===== src/rtl/gfx_wbm_pkg.sv =====
// Shared encodings for the graphics Wishbone master arbiter.
// Requester indices, arbiter states and the default grant timeout.
package gfx_wbm_pkg;

    typedef enum logic [1:0] {
        ST_IDLE  = 2'd0,
        ST_GRANT = 2'd1,
        ST_GAP   = 2'd2
    } arb_state_e;

    localparam logic [1:0] REQ_M0 = 2'd0;
    localparam logic [1:0] REQ_M1 = 2'd1;
    localparam logic [1:0] REQ_M2 = 2'd2;
    localparam logic [1:0] REQ_MW = 2'd3;

    localparam int TIMEOUT_DEFAULT = 255;

endpackage


===== src/rtl/gfx_rr_pick.sv =====
// 4-way rotate-priority pick: first requester after 'last',
// wrapping around so 'last' itself is searched at the end.
module gfx_rr_pick (
    input  logic [3:0] req,
    input  logic [1:0] last,
    output logic       valid,
    output logic [1:0] idx
);

    logic [1:0] cand;

    // Walk from the farthest offset down so the nearest hit wins.
    always_comb begin
        valid = 1'b0;
        idx   = last;
        cand  = last;
        for (int i = 4; i >= 1; i--) begin
            cand = last + 2'(i);
            if (req[cand]) begin
                valid = 1'b1;
                idx   = cand;
            end
        end
    end

endmodule


===== src/rtl/gfx_wbm_rr_arbiter.sv =====
// Round-robin arbiter sharing one Wishbone master between
// the clip, fragment and blender readers and the writer.
module gfx_wbm_rr_arbiter
    import gfx_wbm_pkg::*;
#(
    parameter int TIMEOUT = TIMEOUT_DEFAULT
) (
    input  logic        clk_i,
    input  logic        rst_i,
    output logic        master_busy_o,
    output logic        read_request_o,
    output logic        write_request_o,
    output logic [31:2] addr_o,
    output logic [3:0]  sel_o,
    output logic        we_o,
    input  logic [31:0] dat_i,
    output logic [31:0] dat_o,
    input  logic        ack_i,
    input  logic        mw_write_request_i,
    input  logic [31:2] mw_addr_i,
    input  logic [3:0]  mw_sel_i,
    input  logic        mw_we_i,
    input  logic [31:0] mw_dat_i,
    output logic        mw_ack_o,
    input  logic        m0_read_request_i,
    input  logic [31:2] m0_addr_i,
    input  logic [3:0]  m0_sel_i,
    output logic [31:0] m0_dat_o,
    output logic        m0_ack_o,
    input  logic        m1_read_request_i,
    input  logic [31:2] m1_addr_i,
    input  logic [3:0]  m1_sel_i,
    output logic [31:0] m1_dat_o,
    output logic        m1_ack_o,
    input  logic        m2_read_request_i,
    input  logic [31:2] m2_addr_i,
    input  logic [3:0]  m2_sel_i,
    output logic [31:0] m2_dat_o,
    output logic        m2_ack_o,
    output logic        timeout_o
);

    arb_state_e  state_q, state_d;
    logic [1:0]  grant_q, grant_d;
    logic [1:0]  last_q, last_d;
    logic [15:0] cnt_q, cnt_d;
    logic        timeout_q, timeout_d;

    logic [3:0]  req_vec;
    logic        pick_valid;
    logic [1:0]  pick_idx;
    logic        in_grant;
    logic        ack_gate;

    assign req_vec = {mw_write_request_i, m2_read_request_i,
                      m1_read_request_i, m0_read_request_i};

    gfx_rr_pick u_pick (
        .req   (req_vec),
        .last  (last_q),
        .valid (pick_valid),
        .idx   (pick_idx)
    );

    always_ff @(posedge clk_i) begin
        if (rst_i) begin
            state_q   <= ST_IDLE;
            grant_q   <= REQ_M0;
            last_q    <= REQ_MW;
            cnt_q     <= '0;
            timeout_q <= 1'b0;
        end else begin
            state_q   <= state_d;
            grant_q   <= grant_d;
            last_q    <= last_d;
            cnt_q     <= cnt_d;
            timeout_q <= timeout_d;
        end
    end

    // Ack beats both a dropped request and counter expiry.
    always_comb begin
        state_d   = state_q;
        grant_d   = grant_q;
        last_d    = last_q;
        cnt_d     = cnt_q;
        timeout_d = 1'b0;
        case (state_q)
            ST_IDLE: begin
                if (pick_valid) begin
                    state_d = ST_GRANT;
                    grant_d = pick_idx;
                    last_d  = pick_idx;
                    cnt_d   = '0;
                end
            end
            ST_GRANT: begin
                if (ack_i) begin
                    state_d = ST_GAP;
                end else if (!req_vec[grant_q]) begin
                    state_d = ST_IDLE;
                end else if (cnt_q == 16'(TIMEOUT - 1)) begin
                    state_d   = ST_GAP;
                    timeout_d = 1'b1;
                end else begin
                    cnt_d = cnt_q + 16'd1;
                end
            end
            ST_GAP:  state_d = ST_IDLE;
            default: state_d = ST_IDLE;
        endcase
    end

    assign in_grant = (state_q == ST_GRANT);
    // A stray ack in the reset cycle must not complete the transfer.
    assign ack_gate = ack_i & in_grant & ~rst_i;

    always_comb begin
        addr_o = '0;
        sel_o  = '0;
        we_o   = 1'b0;
        if (in_grant) begin
            case (grant_q)
                REQ_M0: begin
                    addr_o = m0_addr_i;
                    sel_o  = m0_sel_i;
                end
                REQ_M1: begin
                    addr_o = m1_addr_i;
                    sel_o  = m1_sel_i;
                end
                REQ_M2: begin
                    addr_o = m2_addr_i;
                    sel_o  = m2_sel_i;
                end
                default: begin
                    addr_o = mw_addr_i;
                    sel_o  = mw_sel_i;
                    we_o   = mw_we_i;
                end
            endcase
        end
    end

    assign master_busy_o   = |req_vec;
    assign read_request_o  = in_grant & (grant_q != REQ_MW);
    assign write_request_o = in_grant & (grant_q == REQ_MW);
    assign timeout_o       = timeout_q;

    assign m0_ack_o = ack_gate & (grant_q == REQ_M0);
    assign m1_ack_o = ack_gate & (grant_q == REQ_M1);
    assign m2_ack_o = ack_gate & (grant_q == REQ_M2);
    assign mw_ack_o = ack_gate & (grant_q == REQ_MW);

    assign dat_o    = mw_dat_i;
    assign m0_dat_o = dat_i;
    assign m1_dat_o = dat_i;
    assign m2_dat_o = dat_i;

endmodule


===== config.mk =====
export PLATFORM = sky130hd
export DESIGN_NAME = gfx_wbm_rr_arbiter
export DESIGN_NICKNAME = d
export VERILOG_FILES = /design/src/rtl/gfx_wbm_pkg.sv /design/src/rtl/gfx_rr_pick.sv /design/src/rtl/gfx_wbm_rr_arbiter.sv
export SDC_FILE = /design/constraint.sdc
export NUM_CORES = 1
export LEC_CHECK = 0
export BUFFER_PORTS_ARGS = -buffer_cell sky130_fd_sc_hd__buf_4
export CAP_MARGIN = 20
export CORE_AREA = 10 10 139 141
export DETAILED_ROUTE_END_ITERATION = 8
export DIE_AREA = 0 0 149 151
export SYNTH_ARGS = -nofsm -noshare
export SYNTH_HDL_FRONTEND = slang
export SYNTH_HIERARCHICAL = 1
export SYNTH_SLANG_ARGS = --single-unit

===== constraint.sdc =====
create_clock -name clk_i -period 6.75 [get_ports clk_i]
set_input_delay 1.0125 -clock clk_i [delete_from_list [all_inputs] [get_ports clk_i]]
set_output_delay 1.0125 -clock clk_i [all_outputs]
set_load 0.02 [all_outputs]

Word-level counts from Yosys, hierarchy flattened. Cells that the tools add are included.

Bits in writable memories: 0. ROM bits: 0. Word-level logic and storage cells: 79. Output and inout bits: 171. Input port bits: 208. Memories kept: 0. Bits in latches: 0. Flip-flop bits (word level): 23.

Shift operators: 0. Muxes and demuxes: 34. Reduce and logical (&&, ||, !) cells: 9. Magnitude comparators: 5. Multiply operators: 0. Equality and inequality tests: 11. Bitwise logic cells: 11. Divide/modulo/power cells: 0. $add $sub $neg: 4.

Operator list (count): $pmux 30 s3 (1); $mux 16 (4); $pmux 16 s2 (1); $mux 30 (1); $add 16x1->16 const B (1); $eq 16x8->1 const B (1); $lt 2x3->1 const B (5); $mux 2 (7); $mux 1 (12); $pmux 4 s3 (1); $bmux 1 s2 (5); $and 1x1->1 (8); $ne 2x2->1 const B (4); $reduce_or 4->1 (2); $reduce_and 5->1 (1); $add 2x2->2 const B (2); $eq 2x1->1 const B (2); $eq 2x2->1 const B (2); $logic_not 2->1 (2); $mux 4 (1); $ne 4x3->1 const B (1); $pmux 2 s2 (1); $reduce_and 2->1 (2); $not 1->1 (3); 4 further kinds (4).

Depth between registers and ports, before layout. Gate-level depths: netlist of the first run.

Word-level depth: 8. Depth in mapped cells: 9. Gate-level depth less buffers: 7.

By module. Netlist of the first run, hierarchy kept.

Modules (own cells, without submodules): gfx_wbm_rr_arbiter (area each 3175.5 um2, cells an instance 358, instances 1, sequential area each 460.4 um2); gfx_rr_pick (area each 82.6 um2, cells an instance 14, instances 1, sequential area each 0.0 um2).

Worst setup path after synthesis of the first run. Ideal clock, no wire load.

Path kind: input to output. Start point: input port rst_i. End point: output port m1_ack_o. Path slack: 3.770 ns. Stages on the path: 4. Buffers on the path: 1. Required time: 5.738 ns. Arrival: 1.968 ns. Cell sequence: clkbuf_1 nor2_1 nand2_1 nor3b_1.

Word-level cells in the longest chain between the ends: 3.

RTL lines: start: declaration (RTL line gfx_wbm_rr_arbiter.sv:9) `input logic rst_i,`; $not 1->1 (RTL line gfx_wbm_rr_arbiter.sv:116) `assign ack_gate = ack_i & in_grant & ~rst_i;`; $and 1x1->1 (RTL line gfx_wbm_rr_arbiter.sv:116); $and 1x1->1 (RTL line gfx_wbm_rr_arbiter.sv:151) `assign m1_ack_o = ack_gate & (grant_q == REQ_M1);`; end: declaration (RTL line gfx_wbm_rr_arbiter.sv:34) `output logic m1_ack_o,`.

Every way passes these cells.

Worst setup path in the final report of the first run.
Start point: register grant_q[0]. End point: output port addr_o[24] in the netlist's numbering.

Word-level cells in the longest chain between the ends: 3. Elaborated cells on any way between the ends: 5. Those cells by class: eq/ne: 2; mux: 2; reduce/logical: 1.

RTL lines: start: declaration (RTL line gfx_wbm_rr_arbiter.sv:44) `logic [1:0] grant_q, grant_d;`; start signal: assignment (RTL line gfx_wbm_rr_arbiter.sv:74) `grant_q <= grant_d;`; $eq 2x2->1 (tied with other cells) (RTL line gfx_wbm_rr_arbiter.sv:123) `case (grant_q)`; $pmux 30 s3 (*) (RTL line gfx_wbm_rr_arbiter.sv:123); $mux 30 (*) (RTL line gfx_wbm_rr_arbiter.sv:122) `if (in_grant) begin`; end: declaration (RTL line gfx_wbm_rr_arbiter.sv:13) `output logic [31:2] addr_o,`.

Every way passes the cells marked *; elsewhere a longest branch is shown, timed or not.

==> results of run 1 <==
## worst max-delay path by stage
stage	to	slack [ps]	start
6_report	addr_o[24]	3280	grant_q[0]
5_1_grt	sel_o[1]	3070	grant_q[0]
4_1_cts	addr_o[20]	3190	grant_q[0]
3_5_place_dp	addr_o[20]	3470	grant_q[0]
3_3_place_gp	addr_o[20]	3510	grant_q[0]
2_1_floorplan	m1_ack_o	3770	rst_i
## cell usage after synthesis
cell type,count,area share [%]
sky130_fd_sc_hd__buf_4,128,29
sky130_fd_sc_hd__nor2b_1,38,7.3
sky130_fd_sc_hd__mux4_2,35,24
sky130_fd_sc_hd__dfxtp_1,23,14
sky130_fd_sc_hd__nand2_1,21,2.4
sky130_fd_sc_hd__nor2_1,14,1.6
sky130_fd_sc_hd__clkbuf_1,12,1.4
sky130_fd_sc_hd__a21oi_1,11,1.7
sky130_fd_sc_hd__o21ai_0,9,1.4
sky130_fd_sc_hd__nand3_1,8,1.2
sky130_fd_sc_hd__o21ai_1,8,1.2
sky130_fd_sc_hd__o31ai_1,8,1.8
sky130_fd_sc_hd__a31oi_1,7,1.3
sky130_fd_sc_hd__nor3_1,7,1.1
sky130_fd_sc_hd__buf_1,5,0.58
sky130_fd_sc_hd__inv_1,4,0.46
sky130_fd_sc_hd__or4_1,4,0.92
sky130_fd_sc_hd__and2_1,3,0.58
sky130_fd_sc_hd__nand4_1,3,0.58
sky130_fd_sc_hd__ha_1,2,0.77
sky130_fd_sc_hd__nand2b_1,2,0.38
sky130_fd_sc_hd__nor3b_1,2,0.46
sky130_fd_sc_hd__o22a_1,2,0.54
sky130_fd_sc_hd__or2_2,2,0.38
sky130_fd_sc_hd__a221o_1,1,0.31
sky130_fd_sc_hd__a311oi_4,1,0.81
sky130_fd_sc_hd__a41oi_1,1,0.27
sky130_fd_sc_hd__and3_1,1,0.19
sky130_fd_sc_hd__and4_1,1,0.27
sky130_fd_sc_hd__buf_2,1,0.15
sky130_fd_sc_hd__buf_6,1,0.35
sky130_fd_sc_hd__mux2i_1,1,0.31
sky130_fd_sc_hd__nand3b_1,1,0.23
sky130_fd_sc_hd__nor4_1,1,0.19
sky130_fd_sc_hd__o22ai_1,1,0.19
sky130_fd_sc_hd__or3_1,1,0.19
sky130_fd_sc_hd__or3b_2,1,0.27
sky130_fd_sc_hd__or4b_2,1,0.31
## sequential cells by signal, summed over array words and instances, names as in the netlist
register and count:
cnt_q 16, grant_q 2, last_q 2, state_q 2, timeout_o 1
## cell families (layout without fill, tap and decap cells)
kind of cell | count (synthesis) | after routing | share of synthesized area, %
adder cells (fa/ha/maj) | 2 | 2 | 0.768
flip-flops | 23 | 23 | 14.1
multiplexers | 36 | 36 | 24.5
AND/OR/NAND/NOR | 111 | 111 | 18.6
buffers and inverters | 151 | 195 | 32.4
AO/OA/AOI/OAI | 49 | 49 | 9.60
## cells in the final DEF (no fill, tap or decap), types with 3 or more instances in the layout
master,n
sky130_fd_sc_hd__nor3_1,7
sky130_fd_sc_hd__nand2_1,21
sky130_fd_sc_hd__a21oi_1,11
sky130_fd_sc_hd__and2_1,3
sky130_fd_sc_hd__a31oi_1,7
sky130_fd_sc_hd__nor2_1,14
sky130_fd_sc_hd__mux4_2,35
sky130_fd_sc_hd__nand4_1,3
sky130_fd_sc_hd__dfxtp_1,21
sky130_fd_sc_hd__clkbuf_16,3
sky130_fd_sc_hd__inv_1,4
sky130_fd_sc_hd__or4_1,4
sky130_fd_sc_hd__o31ai_1,8
sky130_fd_sc_hd__buf_4,187
sky130_fd_sc_hd__o21ai_0,9
sky130_fd_sc_hd__nand3_1,8
sky130_fd_sc_hd__nor2b_1,38
sky130_fd_sc_hd__o21ai_1,8
## power groups by stage
| stage | sequential [mW] | clock [mW] | combinational, mW |
|---|---|---|---|
| after global routing | 0.169 | 0.139 | 0.297 |
| after global placement | 0.169 | 0 | 0.280 |
| after detailed placement | 0.170 | 0 | 0.281 |
| after floorplan | 0.146 | 0 | 0.282 |
| final | 0.165 | 0.129 | 0.278 |
| after CTS | 0.167 | 0.132 | 0.282 |
## through the flow
stage          cell area (µm²)  cells  setup WS, ps
3_5_place_dp              3900    632          3470
2_1_floorplan             3260    372          3770
4_1_cts                   3980    636          3190
5_1_grt                   3980    636          3070
3_3_place_gp              3900    632          3510
6_report                  3980    636          3280
## worst max-delay path, cell delays in order, from the launching register on
cell	delay, ps
sky130_fd_sc_hd__dfxtp_2	780
sky130_fd_sc_hd__buf_4	480
sky130_fd_sc_hd__mux4_2	560
sky130_fd_sc_hd__nor2b_1	150
sky130_fd_sc_hd__buf_4	200
## per-layer routing
metal,routed length [µm],part of all wire [%]
met2,6530,48
met5,0,0
met4,447,3.3
met3,1640,12
met1,5030,37
## cell type report
cell class | instances | share of cell area, %
Clock buffer | 4 | 1.98
Timing Repair Buffer | 187 | 35.3
Multi-Input combinational cell | 198 | 43.8
Inverter | 4 | 0.377
Sequential cell | 23 | 11.6
Tap cell | 220 | 6.92
==> qor.txt, run 1 <==
violation count after the first detailed-route iteration: 160
area added between synthesis and finish: 22.2%
Mapped Cells: 372
maximum number of pins on one net before global-route repair: 42
number of fill cells: 1,798
Worst Path Arrival: 2460 ps
Post-CTS Setup Repair Bufs: 0
number of global-route vias before repair: 2,757
Port Buffers: 186
reg2reg end: cnt_q[15]
Starting Density: 19.8%
crit path capture type: primary output
number of hold buffers added after CTS: 0
Warnings, synthesis: 6
area occupied by registers: 463 µm²
share of the core filled with cells: 24.2%
Total Routed Length: 13,600 µm
worst skew pair latency: 260 ps
Synthesized Nets: 582
NetSw: 186 µW
number of antenna violations at the first check in global routing: 0
antenna cell count: 0
Max Slew Vio Count: 0
all-layer global routing usage: 10.6%
Slew HR: 32.2%
element type at the critical path start: flop
Boundary Pins: 379
Worst Hold End: cnt_q[15]
final net count: 627
Req. time, crit path: 5740 ps
via count of the routed design: 2,787
register-to-register path setup slack: 3770 ps
clock tree from TritonCTS: done
Post-DRT Antenna Nets: 0
Die Span X: 149 µm
Clk pwr share: 22.6%
Fin Setup TNS: 0 ps
number of standard-cell rows in the floorplan: 47
number of buffers between clock root and the deepest sink: 2
reported leakage power: 1.63 nW
met2 usage in global routing: 16.8%
flop and latch count out of synthesis: 23
placeable core region: 16,500 µm²
launch point of the worst reg-to-reg path: grant_q[0]
# Max-Cap Violations: 0
H-tree levels: 1
final setup skew: 2.51 ps
Flop pwr share: 28.9%
final hold viol count: 0
Die H: 151 µm
clock root buffer master: sky130_fd_sc_hd__clkbuf_16
most crowded layer after global routing: met2
maximum fanout along the worst path: 22
worst hold margin: 482 ps
wire length of the first global-routing pass: 18,500 µm
power density cells: 144 nW/µm²
area occupied by multi-input gates: 1740 µm²
fraction of layout instances using a drive strength above 1: 56.0%
clock sink count: 23
slew at the pin closest to its max-slew limit: 1020 ps
Distinct cells, synth: 38
global placement routability congestion: 0.902
worst hold-check path type: flop to flop
HPWL after detailed placement: 11,500 µm
total DRC errors in the routed layout: 0
fraction of met3 tracks used by global routing: 4.65%
status: complete, no violations
ratio of final minimum period to clock period: 51.4%
final setup violation count: 0
CTS-repair resized insts: 0
via density per instance: 4.38
unrepaired setup endpoints after global routing: false
GRT overflow: 0
area enclosed by the die boundary: 22,500 µm²
synthesized area per cell: 8.76 µm²
worst setup path category: flop to primary output
FMAX: 0.288 GHz
fraction of power consumed by combinational cells: 48.6%
maximum vdd ir drop: 0.0635 mV
final critical-path required period: 3470 ps
Power Internal: 387 µW
worst reg2reg path depth: 6
Pwr Total: 573 µW
switching part of the total power: 32.5%
wire length per cell: 21.5 µm
total CTS buffers: 3
first-pass iteration count of the detailed router: 4
Min-Delay Path Depth: 1
Clock transition at path regs: 60 ps
GR met1 Demand/Resource: 12.1%
register area share after synthesis: 14.1%
Mapped Area: 3260 µm²
startpoint of the worst hold path: cnt_q[15]
(Power assumes the default switching activity.)
==> run 2: changes to the inputs <==
--- a/config.mk
+++ b/config.mk
@@ -5,11 +5,12 @@
 export SDC_FILE = /design/constraint.sdc
 export NUM_CORES = 1
 export LEC_CHECK = 0
+export ABC_AREA = 1
 export BUFFER_PORTS_ARGS = -buffer_cell sky130_fd_sc_hd__buf_4
 export CAP_MARGIN = 20
-export CORE_AREA = 10 10 139 141
+export CORE_AREA = 10 10 140 142
 export DETAILED_ROUTE_END_ITERATION = 8
-export DIE_AREA = 0 0 149 151
+export DIE_AREA = 0 0 150 152
 export SYNTH_ARGS = -nofsm -noshare
 export SYNTH_HDL_FRONTEND = slang
 export SYNTH_HIERARCHICAL = 1
==> constraint.sdc (replaced) <==
create_clock -name clk_i -period 3.1 [get_ports clk_i]
set_input_delay 0.465 -clock clk_i [delete_from_list [all_inputs] [get_ports clk_i]]
set_output_delay 0.465 -clock clk_i [all_outputs]
set_load 0.02 [all_outputs]
==> qor.txt, run 2 <==
# Max-Cap Violations: 0 (unchanged)
final setup skew: 7.96 ps (+5.45 ps)
clock sink count: 23 (unchanged)
register area share after synthesis: 12.7% (-1.4 points)
fraction of the mapped netlist area in simple logic gates: 39.7% (+21 points)
Port Buffers: 186 (unchanged)
Mapped Cells: 627 (+69%)
power density cells: 645 nW/µm² (+350%)
post-synthesis mux area share: 0% (-25 points)
Clock transition at path regs: 70 ps (about the same)
number of global-route vias before repair: 4,076 (+48%)
Slew HR: 60.4% (+28 points)
number of hold buffers added after CTS: 0 (unchanged)
cell with the largest stage delay on the worst path: sky130_fd_sc_hd__dfxtp_2
EDFF count, synth: 0 (unchanged)
Max stage delay on crit path: 710 ps (-70 ps)
placeable core region: 16,900 µm² (+2.9%)
main combinational cell family by area after synthesis: simple AND/OR/NAND/NOR gates
global placement routability congestion: 0.932 (+3.3%)
Post-DRT Antenna Nets: 0 (unchanged)
worst path cell trace: inv_2 -> nor2_2 -> buf_4 -> a22o_1 -> a21oi_1 -> o21ai_0 -> buf_4
clock root buffer master: sky130_fd_sc_hd__clkbuf_16
Fin Setup TNS: 0 ps (unchanged)
Max Slew Vio Count: 0 (unchanged)
antenna cell count: 0 (unchanged)
clock tree from TritonCTS: done
Post-Synth Adder-Cell Area: 0.691% (-0.077 points)
worst setup path category: flop to primary output
Post-CTS Setup Repair Bufs: 0 (unchanged)
flop and latch count out of synthesis: 23 (unchanged)
first-pass iteration count of the detailed router: 5 (+1)
area enclosed by the die boundary: 22,800 µm² (+1.3%)
post-synthesis compound-gate area fraction: 11.9% (+2.3 points)
register with the most flip-flops: cnt_q
via density per instance: 4.54 (+3.5%)
register-to-register path setup slack: 900 ps (-2870 ps)
kind of cell adding the most delay to the critical path: flip-flops
Die Span X: 150 µm (+0.67%)
maximum number of pins on one net before global-route repair: 35 (-17%)
worst skew pair latency: 270 ps (about the same)
slew at the pin closest to its max-slew limit: 593 ps (-424 ps)
Distinct cells, synth: 33 (-13%)
wire length of the first global-routing pass: 24,700 µm (+34%)
GRT overflow: 0 (unchanged)
fraction of layout instances using a drive strength above 1: 32.0% (-24 points)
Buf/Inv on CP: 3 (+1)
HPWL after detailed placement: 13,800 µm (+20%)
number of standard-cell rows in the floorplan: 48 (+2.1%)
CTS-repair resized insts: 0 (unchanged)
Mapped Area: 3620 µm² (+11%)
FMAX: 0.383 GHz
Die H: 152 µm (+0.66%)
unrepaired setup endpoints after global routing: false
Largest register FFs: 16 (unchanged)
final setup violation count: 0 (unchanged)
final critical-path required period: 2610 ps
reported leakage power: 2.01 nW (+23%)
fraction of power consumed by combinational cells: 72.2% (+24 points)
commonest register cell after synthesis: sky130_fd_sc_hd__dfxtp_1
Synthesized Nets: 837 (+44%)
status: complete, no violations
leading cell type in the layout, fill and taps excluded: sky130_fd_sc_hd__nand2_1
Warnings, synthesis: 6 (unchanged)
switching part of the total power: 54.8% (+22 points)
maximum vdd ir drop: 0.236 mV (+270%)
Flop pwr share: 17.3% (-12 points)
Starting Density: 21.4% (+1.6 points)
cell taking the most area after synthesis: sky130_fd_sc_hd__buf_4
wire length per cell: 18.9 µm (-12%)
H-tree levels: 1 (unchanged)
Power Internal: 1.28 mW (+230%)
cell repeated most along the worst path: sky130_fd_sc_hd__buf_4
element type at the critical path start: flop
synthesized area per cell: 5.77 µm² (-34%)
NetSw: 1.55 mW (+730%)
all-layer global routing usage: 13.6% (+3.0 points)
final net count: 883 (+41%)
final hold viol count: 0 (unchanged)
Total Routed Length: 16,900 µm (+24%)
maximum fanout along the worst path: 34 (+55%)
total DRC errors in the routed layout: 0 (unchanged)
library cell with the highest instance count after synthesis: sky130_fd_sc_hd__nand2_1
worst hold-check path type: input port to flop
top post-synthesis cells by count: 205 x sky130_fd_sc_hd__nand2_1, 129 x sky130_fd_sc_hd__buf_4, 64 x sky130_fd_sc_hd__nand3_1, 57 x sky130_fd_sc_hd__nor2_1
via count of the routed design: 4,070 (+46%)
worst hold margin: 489 ps (+6.98 ps)
area added between synthesis and finish: 21.2%
share of synthesized flip-flops with an asynchronous set or reset: 0% (unchanged)
ratio of final minimum period to clock period: 84.3%
Boundary Pins: 379 (unchanged)
total CTS buffers: 3 (unchanged)
Worst Path Arrival: 2150 ps (-310 ps)
violation count after the first detailed-route iteration: 257 (+61%)
fraction of synthesized cell area in xor and xnor cells: 0.968% (+0.97 points)
main area contributors after synthesis: sky130_fd_sc_hd__buf_4 27%, sky130_fd_sc_hd__nand2_1 21%, sky130_fd_sc_hd__dfxtp_1 13%
crit path capture type: primary output
number of antenna violations at the first check in global routing: 0 (unchanged)
Clk pwr share: 10.6% (-12 points)
top-area cell type share of the netlist area: 26.8% (-2.7 points)
number of buffers between clock root and the deepest sink: 2 (unchanged)
commonest non-fill, non-tap cells in the layout: 205 x sky130_fd_sc_hd__nand2_1, 196 x sky130_fd_sc_hd__buf_4, 64 x sky130_fd_sc_hd__nand3_1
number of fill cells: 1,931 (+7.4%)
Req. time, crit path: 2630 ps (-3110 ps)
run 2: changes by cell type in the layout (fill, tap and decap cells not counted), moves of 27 or more:
cell / before / now
sky130_fd_sc_hd__mux4_2: 35 / 0
sky130_fd_sc_hd__a41oi_1: 1 / 32
sky130_fd_sc_hd__nand2_1: 21 / 205
sky130_fd_sc_hd__nor2b_1: 38 / 0
sky130_fd_sc_hd__nand3_1: 8 / 64
sky130_fd_sc_hd__nor2_1: 14 / 55
sky130_fd_sc_hd__inv_1: 4 / 31
run 2: kinds of logic (layout without fill, tap and decap cells):
| family | Yosys count | in the layout |
|---|---|---|
| AND/OR/NAND/NOR | 347 | 347 |
| buffers and inverters | 192 | 237 |
| AO/OA/AOI/OAI | 59 | 59 |
| flip-flops | 23 | 23 |
| XOR/XNOR | 4 | 4 |
| adder cells (fa/ha/maj) | 2 | 2 |
run 2: cell type report:
| class | instances | area [µm²] | area share [%] |
|---|---|---|---|
| clock buffers | 3 | 75.1 | 1.71 |
| clock inverters | 1 | 7.51 | 0.171 |
| inverters | 36 | 138 | 3.14 |
| multi-input cells | 412 | 1930 | 44.0 |
| flip-flops and latches | 23 | 463 | 10.6 |
| well taps | 225 | 282 | 6.42 |
| repair buffers | 197 | 1490 | 34.0 |
run 2: through the flow:
step / cell area (µm²) / instances / total power, mW / utilization [%] / setup slack (ps)
finish: 4390 / 897 / 2.83 / 25.9 / 487
global placement: 4310 / 893 / 2.54 / 25.4 / 736
floorplan: 3620 / 627 / 1.97 / - / 1200
detailed placement: 4310 / 893 / 2.55 / 25.4 / 780
global route: 4390 / 897 / 3.07 / 25.9 / 324
CTS: 4390 / 897 / 2.85 / 25.9 / 479
run 2: worst paths after layout:
path         depth (start not counted)         end        from
max reg2reg                          9   cnt_q[13]  grant_q[0]
max                                  7  addr_o[30]  grant_q[0]
min                                  2  grant_q[0]       rst_i
min reg2reg                          2    cnt_q[0]    cnt_q[0]
run 2: metal layers:
metal	vias up	GRT usage, %	part of all wire [%]
met2	244	23.9	49
met4	0	2.64	1.3
met3	16	5.35	12
met1	1809	15.1	38
met5	-	0.454	0
li1	2001	-	-
run 2: power by group through the flow:
| stage | Sequential [mW] | Clock, mW | Combinational, mW |
|---|---|---|---|
| after floorplan | 0.428 | 0 | 1.54 |
| after global placement | 0.494 | 0 | 2.05 |
| after detailed placement | 0.496 | 0 | 2.05 |
| after CTS | 0.489 | 0.304 | 2.06 |
| after global routing | 0.506 | 0.317 | 2.25 |
| final | 0.489 | 0.299 | 2.04 |
run 2: worst reg2reg max path, cell delays in order, from the launching register on:
cell and delay (ps):
sky130_fd_sc_hd__dfxtp_2 710, sky130_fd_sc_hd__nand2_1 110, sky130_fd_sc_hd__nand2_1 100, sky130_fd_sc_hd__nand2_1 60
sky130_fd_sc_hd__nand2_1 110, sky130_fd_sc_hd__nand3_1 350, sky130_fd_sc_hd__nand2_2 440, sky130_fd_sc_hd__nand2_1 90
sky130_fd_sc_hd__nand2_1 70, sky130_fd_sc_hd__nor2_1 50
